===== config.mk =====
export PLATFORM = sky130hd
export DESIGN_NAME = dcache_ctrl
export DESIGN_NICKNAME = d
export VERILOG_FILES = /design/src/rtl/dcache_ctrl.sv
export SDC_FILE = /design/constraint.sdc
export NUM_CORES = 2
export LEC_CHECK = 0
export ABC_CLOCK_PERIOD_IN_PS = 9970
export CAP_MARGIN = 30
export CORE_MARGIN = 3
export CORE_UTILIZATION = 40
export DETAILED_ROUTE_END_ITERATION = 10
export RECOVER_POWER = 50
export REMOVE_ABC_BUFFERS = 1
export SLEW_MARGIN = 10
export SYNTH_ARGS = -nofsm -noshare
export SYNTH_HDL_FRONTEND = slang
export SYNTH_MEMORY_MAX_BITS = 65536
export SYNTH_SLANG_ARGS = --single-unit

===== constraint.sdc =====
create_clock -name clk_i -period 9.97 [get_ports clk_i]
set_input_delay 0.997 -clock clk_i [delete_from_list [all_inputs] [get_ports clk_i]]
set_output_delay 0.997 -clock clk_i [all_outputs]
set_load 0.02 [all_outputs]

===== src/rtl/dcache_ctrl.sv =====
// Direct-mapped, write-back, write-allocate L1 data cache with its miss-handling FSM.
// Define DCACHE_PERF_EN to add the hit_cnt_o / miss_cnt_o performance counters.
module dcache_ctrl #(
    parameter int INDEX_W = 4,
    parameter int LINE_W  = 256
) (
    input  logic              clk_i,
    input  logic              rst_i,
    input  logic              cpu_req_i,
    input  logic              cpu_we_i,
    input  logic [31:0]       cpu_addr_i,
    input  logic [31:0]       cpu_data_i,
    output logic [31:0]       cpu_data_o,
    output logic              cpu_stall_o,
    output logic              mem_enable_o,
    output logic              mem_write_o,
    output logic [31:0]       mem_addr_o,
    output logic [LINE_W-1:0] mem_data_o,
    input  logic [LINE_W-1:0] mem_data_i,
    input  logic              mem_ack_i
`ifdef DCACHE_PERF_EN
    ,
    output logic [31:0]       hit_cnt_o,
    output logic [31:0]       miss_cnt_o
`endif
);

    localparam int SETS  = 1 << INDEX_W;
    localparam int TAG_W = 32 - 5 - INDEX_W;

    typedef enum logic [1:0] {IDLE, WRITEBACK, REFILL, REFILL_DONE} stateT;
    stateT state, stateNext;

    logic [TAG_W-1:0]   tagArr  [SETS];
    logic [LINE_W-1:0]  dataArr [SETS];
    logic [SETS-1:0]    validBits, dirtyBits;

    logic [2:0]         reqWord;
    logic [INDEX_W-1:0] reqIdx;
    logic [TAG_W-1:0]   reqTag;
    logic [1:0]         unusedAddr;
    logic [7:0]         wordOff;
    logic [LINE_W-1:0]  curLine;
    logic               hit, idleHit, idleMiss, refillAck;

    logic [INDEX_W-1:0] missIdx, missIdxNext;
    logic [TAG_W-1:0]   missTag, missTagNext;
    logic               memEnNext, memWrNext;
    logic [31:0]        memAddrNext;
    logic [LINE_W-1:0]  memDataNext;

    assign reqWord    = cpu_addr_i[4:2];
    assign reqIdx     = cpu_addr_i[5+INDEX_W-1:5];
    assign reqTag     = cpu_addr_i[31:5+INDEX_W];
    assign unusedAddr = cpu_addr_i[1:0];
    assign wordOff    = {reqWord, 5'b0};
    assign curLine    = dataArr[reqIdx];

    assign hit       = validBits[reqIdx] && (tagArr[reqIdx] == reqTag);
    assign idleHit   = (state == IDLE) && cpu_req_i && hit;
    assign idleMiss  = (state == IDLE) && cpu_req_i && !hit;
    assign refillAck = (state == REFILL) && mem_ack_i;

    // Stall and load data are forced quiet while reset is held, since the arrays are unknown.
    assign cpu_stall_o = !rst_i && ((state != IDLE) || idleMiss);
    assign cpu_data_o  = rst_i ? '0 : curLine[wordOff +: 32];

    always_comb begin
        stateNext   = state;
        memEnNext   = mem_enable_o;
        memWrNext   = mem_write_o;
        memAddrNext = mem_addr_o;
        memDataNext = mem_data_o;
        missIdxNext = missIdx;
        missTagNext = missTag;
        case (state)
            IDLE: begin
                if (idleMiss) begin
                    missIdxNext = reqIdx;
                    missTagNext = reqTag;
                    memEnNext   = 1'b1;
                    if (validBits[reqIdx] && dirtyBits[reqIdx]) begin
                        stateNext   = WRITEBACK;
                        memWrNext   = 1'b1;
                        memAddrNext = {tagArr[reqIdx], reqIdx, 5'b0};
                        memDataNext = curLine;
                    end else begin
                        stateNext   = REFILL;
                        memWrNext   = 1'b0;
                        memAddrNext = {reqTag, reqIdx, 5'b0};
                    end
                end
            end
            WRITEBACK: begin
                if (mem_ack_i) begin
                    stateNext   = REFILL;
                    memWrNext   = 1'b0;
                    memAddrNext = {missTag, missIdx, 5'b0};
                end
            end
            REFILL: begin
                if (mem_ack_i) begin
                    stateNext = REFILL_DONE;
                    memEnNext = 1'b0;
                end
            end
            REFILL_DONE: stateNext = IDLE;
            default:     stateNext = IDLE;
        endcase
    end

    always_ff @(posedge clk_i or posedge rst_i) begin
        if (rst_i) begin
            state        <= IDLE;
            validBits    <= '0;
            dirtyBits    <= '0;
            mem_enable_o <= 1'b0;
            mem_write_o  <= 1'b0;
            mem_addr_o   <= '0;
            mem_data_o   <= '0;
            missIdx      <= '0;
            missTag      <= '0;
        end else begin
            state        <= stateNext;
            mem_enable_o <= memEnNext;
            mem_write_o  <= memWrNext;
            mem_addr_o   <= memAddrNext;
            mem_data_o   <= memDataNext;
            missIdx      <= missIdxNext;
            missTag      <= missTagNext;
            if (refillAck) begin
                validBits[missIdx] <= 1'b1;
                dirtyBits[missIdx] <= 1'b0;
            end else if (idleHit && cpu_we_i) begin
                dirtyBits[reqIdx] <= 1'b1;
            end
        end
    end

    // Line and tag storage carry no reset; validity alone qualifies them.
    always_ff @(posedge clk_i) begin
        if (refillAck) begin
            dataArr[missIdx] <= mem_data_i;
            tagArr[missIdx]  <= missTag;
        end else if (idleHit && cpu_we_i) begin
            dataArr[reqIdx][wordOff +: 32] <= cpu_data_i;
        end
    end

`ifdef DCACHE_PERF_EN
    // The held request completing right after REFILL_DONE was already counted as a miss.
    logic replay;

    always_ff @(posedge clk_i or posedge rst_i) begin
        if (rst_i) begin
            hit_cnt_o  <= '0;
            miss_cnt_o <= '0;
            replay     <= 1'b0;
        end else begin
            replay <= (state == REFILL_DONE);
            if (idleHit && !replay)
                hit_cnt_o <= hit_cnt_o + 32'd1;
            if (idleMiss)
                miss_cnt_o <= miss_cnt_o + 32'd1;
        end
    end
`endif

endmodule


# After elaboration in Yosys (flattened, before gate mapping)
# Memory sizes are Yosys's and may differ from the RTL's.
# Cells that the tools add are included.
[totals]
register_bits = 351
latch_bits = 0
mem_bits_rw = 4464
rom_bits = 0
inputBits = 325
out_inout_bits = 323
memories = 2
[op_classes]
add_sub_neg = 1
mul = 0
n_div = 0
order_cmp = 4
eq_ne = 7
n_shift = 3
n_mux = 34
bitwise_logic = 4
n_reduce_logical = 24
[mem_list]
columns = ["memory", "words", "width", "rd", "rd_clocked_by_memory_dff", "wr", "line_no", "source"]
rows = [
  ["dataArr", 16, 256, 1, 0, 1, "35", "logic [LINE_W-1:0] dataArr [SETS];"],
  ["tagArr", 16, 23, 1, 0, 1, "34", "logic [TAG_W-1:0] tagArr [SETS];"],
]
[ops]
columns = ["operator", "count"]
rows = [
  ["$mux W256", 3],
  ["$reduce_or A256 Y1", 1],
  ["$shift A32 B10 Y256 const A", 1],
  ["$shiftx A256 B9 Y32", 1],
  ["$shiftx A32 B10 Y256", 1],
  ["$mux W32", 4],
  ["$pmux W32 S2", 1],
  ["$mux W16", 2],
  ["$or A16 B16 Y16", 2],
  ["$eq A23 B23 Y1", 1],
  ["$and A16 B16 Y16", 1],
  ["$not A16 Y16", 1],
  ["$mux W1", 12],
  ["$reduce_and A3 Y1", 4],
  ["$logic_and A1 B1 Y1", 10],
  ["$lt A4 B5 Y1 const B", 2],
  ["$neg A8 Y10", 1],
  ["$bmux W1 S4", 2],
  ["$demux W1 S4", 2],
  ["$ge A4 B1 Y1 const B", 2],
  ["$mux W2", 4],
  ["$pmux W2 S4", 1],
  ["$reduce_bool A2 Y1", 4],
  ["$ne A2 B2 Y1 const B", 3],
  ["8 further kinds", 11],
]

# Longest topological paths before layout
[depth]
word_depth = 10
depth_mapped = 17
ltp_nobuf = 12

# Least setup slack after synthesis
# Ideal clock, no wire load.
[synth_timing]
kind = "input to register"
startpoint = "in cpu_addr_i[3]"
endpoint = "mem dataArr[11][0] (enable)"
t_arrival_ns = 5.456
required_time_ns = 9.549
slack_ns = 4.093
stages = 14
cell_sequence = "clkbuf_1 clkinv_1 buf_1 ha_1 ha_1 nor4b_1 nor2_1 o21ai_0 and3_1 and3_1 buf_2 buf_2 mux2i_1 nor2_1"
[synth_via]
elab_chain_cells = 5
elab_cells_between_ends = 6
classes_between = "add/sub (1); shift (1); mux (3); reduce/logical (1)"
[synth_lines]
columns = ["item", "line_no", "source"]
rows = [
  ["from (decl)", "11", "input logic [31:0] cpu_addr_i,"],
  ["$neg A8 Y10 *", "146", "dataArr[reqIdx][wordOff +: 32] <= cpu_data_i;"],
  ["$shift A32 B10 Y256 *", "146", ""],
  ["$mux W256 (implied by the code) *", "146", ""],
  ["$reduce_or A256 Y1 (no source line)", "-", ""],
  ["$mux W4 (no source line) or $mux W256 (tied branches)", "-", ""],
  ["to (decl)", "35", ""],
]
# Mark *: on every way between the ends. The rest lies on a longest branch, timed or not.

# Worst setup path after layout
[layout_timing]
startpoint = "in cpu_addr_i[6]"
endpoint = "mem dataArr[7][232] (enable)"
[layout_via]
elab_chain_cells = 10
elab_cells_between_ends = 13
classes_between = "eq/ne (1); mux (7); reduce/logical (4); memory (1)"
[layout_lines]
columns = ["item", "line_no", "source"]
rows = [
  ["$mem_v2 Z16 W23 or $bmux W1 S4 (tied branches)", "-", ""],
  ["$eq A23 B23 Y1 or $mux W1 (tied branches)", "59", "assign hit = validBits[reqIdx] && (tagArr[reqIdx] == reqTag);"],
  ["$logic_and A1 B1 Y1", "59", ""],
  ["$logic_and A1 B1 Y1", "60", "assign idleHit = (state == IDLE) && cpu_req_i && hit;"],
  ["$logic_and A1 B1 Y1", "145", "end else if (idleHit && cpu_we_i) begin"],
  ["$mux W1", "145", ""],
  ["$mux W1", "142", "if (refillAck) begin"],
  ["$mux W256 (implied by the code)", "146", ""],
  ["$reduce_or A256 Y1 (no source line)", "-", ""],
  ["$mux W4 (no source line) or $mux W256 (tied branches)", "-", ""],
]
# Parallel ways exist; a longest one is shown, timed or not. The select of a mux whose other input is x is not followed.

==> results.sh <==
export IMPL_fillers=38500
export IMPL_cts_tree="done"
export IMPL_num_rows=252
export IMPL_max_slew_margin=-1.35
export IMPL_syn_area_per_cell_um2=21.8
export IMPL_clk_pin_slew_ns=0.06
export IMPL_critical_path_class="primary input to flop"
export IMPL_cts_sinks=4810
export IMPL_synth_most_common_cell="edfxtp_1"
export IMPL_crit_path_end_kind="flop"
export IMPL_critPathLaunchType="primary input"
export IMPL_yosys_register_bits=4810
export IMPL_antenna_found_initial=122
export IMPL_async_reset_ff_frac=0.0719
export IMPL_leakage_uw=0.0728
export IMPL_ys_seq_area_frac=0.753
export IMPL_drtIter0Drc=13700
export IMPL_cts_buffers_inserted=481
export IMPL_yosysUniqueCellTypes=68
export IMPL_setup_viol=0
export IMPL_cap_violations=65
export IMPL_fin_worst_skew_ns=0.0783
export IMPL_die_x_um=694
export IMPL_violations="capacitance limit, slew limit"
export IMPL_gr_usage_all_layers=0.252
export IMPL_tightestPinTransition_ns=3.53
export IMPL_die_area_um2=482000
export IMPL_vdd_drop_max_uv=161
export IMPL_drive_above_1_share=0.294
export IMPL_synthFlopType="edfxtp_1"
export IMPL_drc=0
export IMPL_dr_pass1_iters=6
export IMPL_place_gp_congestion=0.864
export IMPL_p_per_area_nw_per_um2=212
export IMPL_grt_pass1_vias=97300
export IMPL_htree_levels=5
export IMPL_crit_path_top_delay_cell="clkbuf_1"
export IMPL_met2_length_mm=287
export IMPL_yosys_top_cells_area="edfxtp_1, mux4_2, dfrtp_1"
export IMPL_post_cts_setup_buffers=0
export IMPL_numPortBuffers=640
export IMPL_synth_edf_count=4464
export IMPL_synth_top_area_frac=0.707
export IMPL_synth_top_cell_by_area="edfxtp_1"
export IMPL_hold_viol_final=0
export IMPL_dpl_instance_area_um2=206000
export IMPL_nets=10100
export IMPL_root_buffer="clkbuf_16"
export IMPL_syn_to_final_growth_pct=17.2
export IMPL_io_pin_count=648
export IMPL_design_area_um2=222000
export IMPL_overflow=0
export IMPL_synthTopCellsByCount="edfxtp_1, mux4_2, dfrtp_1, mux2_2, clkbuf_1"
export IMPL_fin_tns_setup_ns=0
export IMPL_outcome="complete, but fails checks"
export IMPL_grt_pass1_wl_mm=830
export IMPL_vias_per_cell=5.97
export IMPL_clock_latency_ns=1.04
export IMPL_dp_hpwl_mm=384
export IMPL_drv_slew=1572
export IMPL_syn_instance_count=8703
export IMPL_start_util=0.402
export IMPL_totalPowerFinal_uw=47000
export IMPL_ctsLongestPathBuffers=4
export IMPL_critPathArrivalTime_ns=9.03
export IMPL_grt_start_max_net_pins=124
export IMPL_post_route_period_util=0.841
export IMPL_dr_total_vias=98600
export IMPL_cp_required_ns=10.62
export IMPL_synthesis_area_um2=189000
export IMPL_period_needed_ns=8.39
export IMPL_drt_total_wl_mm=616
export IMPL_ant_nets=0
export IMPL_path_buf_inv=5
export IMPL_wl_met3_mm=68.9
export IMPL_path_delay_family="buffers and inverters"
export IMPL_core_area_um2=471000
export IMPL_hold_path_class="flop to flop"
export IMPL_cts_resized=0
export IMPL_max_freq_mhz=119
export IMPL_m1WireLength_mm=223
export IMPL_cp_slowest_stage_delay_ns=1.64
export IMPL_yosys_warnings=0
export IMPL_crit_chain="buf_8 -> buf_4 -> mux4_2 -> mux2i_1 -> xnor2_1 -> o2111ai_1 -> a221oi_1 -> and4_1 -> and4_1 -> clkbuf_1 -> a21oi_1 -> nor2_1 -> buf_12 -> clkbuf_1"
export IMPL_cts_hold_buf=0
export IMPL_rsz0062_at_grt="false"
export IMPL_die_y_um=694
export IMPL_worst_path_max_fanout=56
export IMPL_highest_layer="met5"
export IMPL_wire_per_inst_um=37.3
area by class of cell:
type | count | area (um2) | share of cell area
diodes | 80 | 200 | 0.000902
clock buffers | 645 | 13000 | 0.0586
clock inverters | 258 | 2770 | 0.0125
inverters | 285 | 1080 | 0.00486
multi-input cells | 3079 | 44100 | 0.199
flip-flops and latches | 4810 | 143000 | 0.643
well taps | 6223 | 7790 | 0.0351
repair buffers | 1142 | 10300 | 0.0465
kinds of logic (layout without fill, tap and decap cells):
logic type,Yosys count,after routing,share of synthesized area
multiplexers,1914,1914,0.197
AND/OR/NAND/NOR,707,707,0.0171
other,1,85,0.0000198
flip-flops,4810,4810,0.753
XOR/XNOR,18,18,0.000832
buffers and inverters,818,2330,0.0184
AO/OA/AOI/OAI,427,427,0.0127
adder cells (fa/ha/maj),8,8,0.000528
per-stage QoR:
| step | hold slack [ns] | util | setup WS (ns) | cells |
|---|---|---|---|---|
| global placement | 0.444 | 0.436 | 2.31 | 15400 |
| finish | 0.468 | 0.471 | 1.58 | 16500 |
| CTS | 0.405 | 0.471 | 2.94 | 16300 |
| floorplan | 0.429 | - | -17.83 | 8174 |
| global route | 0.481 | 0.471 | 1.44 | 16400 |
| detailed placement | 0.452 | 0.437 | 2.20 | 15400 |
registers in the layout, indices dropped and copies added, names as in the netlist:
name and cells:
mem_data_o 256, missTag 23, state 2, mem_addr_o 27, mem_write_o 1, mem_enable_o 1, dataArr 4096, missIdx 4
tagArr 368, validBits 16, dirtyBits 16
cells in the final DEF (no fill, tap or decap), types with 15 or more instances in the layout:
cell type / netlist / routed
a21oi_1: 54 / 47
a22oi_1: 21 / 21
nand2_1: 175 / 175
nand2b_1: 18 / 18
mux4_2: 1422 / 1422
inv_1: 281 / 279
dlygate4sd3_1: 0 / 285
o21ai_1: 160 / 143
bufinv_16: 0 / 49
clkbuf_16: 0 / 487
nor2_4: 0 / 68
mux2_2: 331 / 330
clkbuf_8: 0 / 23
edfxtp_1: 4464 / 4464
clkbuf_1: 291 / 238
buf_2: 157 / 54
clkinv_2: 0 / 80
buf_4: 34 / 316
nand3_1: 237 / 237
buf_12: 1 / 38
o21ai_0: 130 / 147
or2_2: 15 / 15
clkinv_1: 3 / 87
dfrtp_1: 346 / 346
nor3_1: 24 / 21
diode_2: 0 / 80
clkdlybuf4s50_1: 0 / 315
mux2i_1: 158 / 142
mux2i_4: 0 / 16
nor2_1: 184 / 108
layer usage:
| layer | vias to the layer above | GRT usage |
|---|---|---|
| met5 | - | 0 |
| met2 | 5698 | 0.386 |
| met4 | 26 | 0.132 |
| met3 | 1043 | 0.0736 |
| met1 | 53300 | 0.327 |
| li1 | 38500 | - |
report_power, final:
part / total, uW / leakage, uW / switching (uW) / internal (uW)
clock network: 18200 / 0.00769 / 7750 / 10400
logic: 4990 / 0.0202 / 3350 / 1640
registers: 23800 / 0.0449 / 456 / 23300
path summary, 6_finish.rpt:
| path | from | endpoint | slack [ns] | depth (start not counted) |
|---|---|---|---|---|
| setup / recovery | cpu_addr_i[6] | dataArr[7][232]$_DFFE_PP_ | 1.58 | 14 |
| hold / removal | validBits[11]$_DFFE_PP0P_ | validBits[11]$_DFFE_PP0P_ | 0.47 | 1 |
| setup reg to reg | state[0]$_DFFE_PP0P_ | dataArr[8][69]$_DFFE_PP_ | 2.56 | 11 |
| hold reg to reg | validBits[11]$_DFFE_PP0P_ | validBits[11]$_DFFE_PP0P_ | 0.47 | 1 |
| max in group asynchronous | rst_i | missTag[9]$_DFFE_PP0P_ | 2.45 | 5 |
| min in group asynchronous | rst_i | mem_data_o[99]$_DFFE_PP0P_ | 2.69 | 3 |
(Power assumes the default switching activity.)
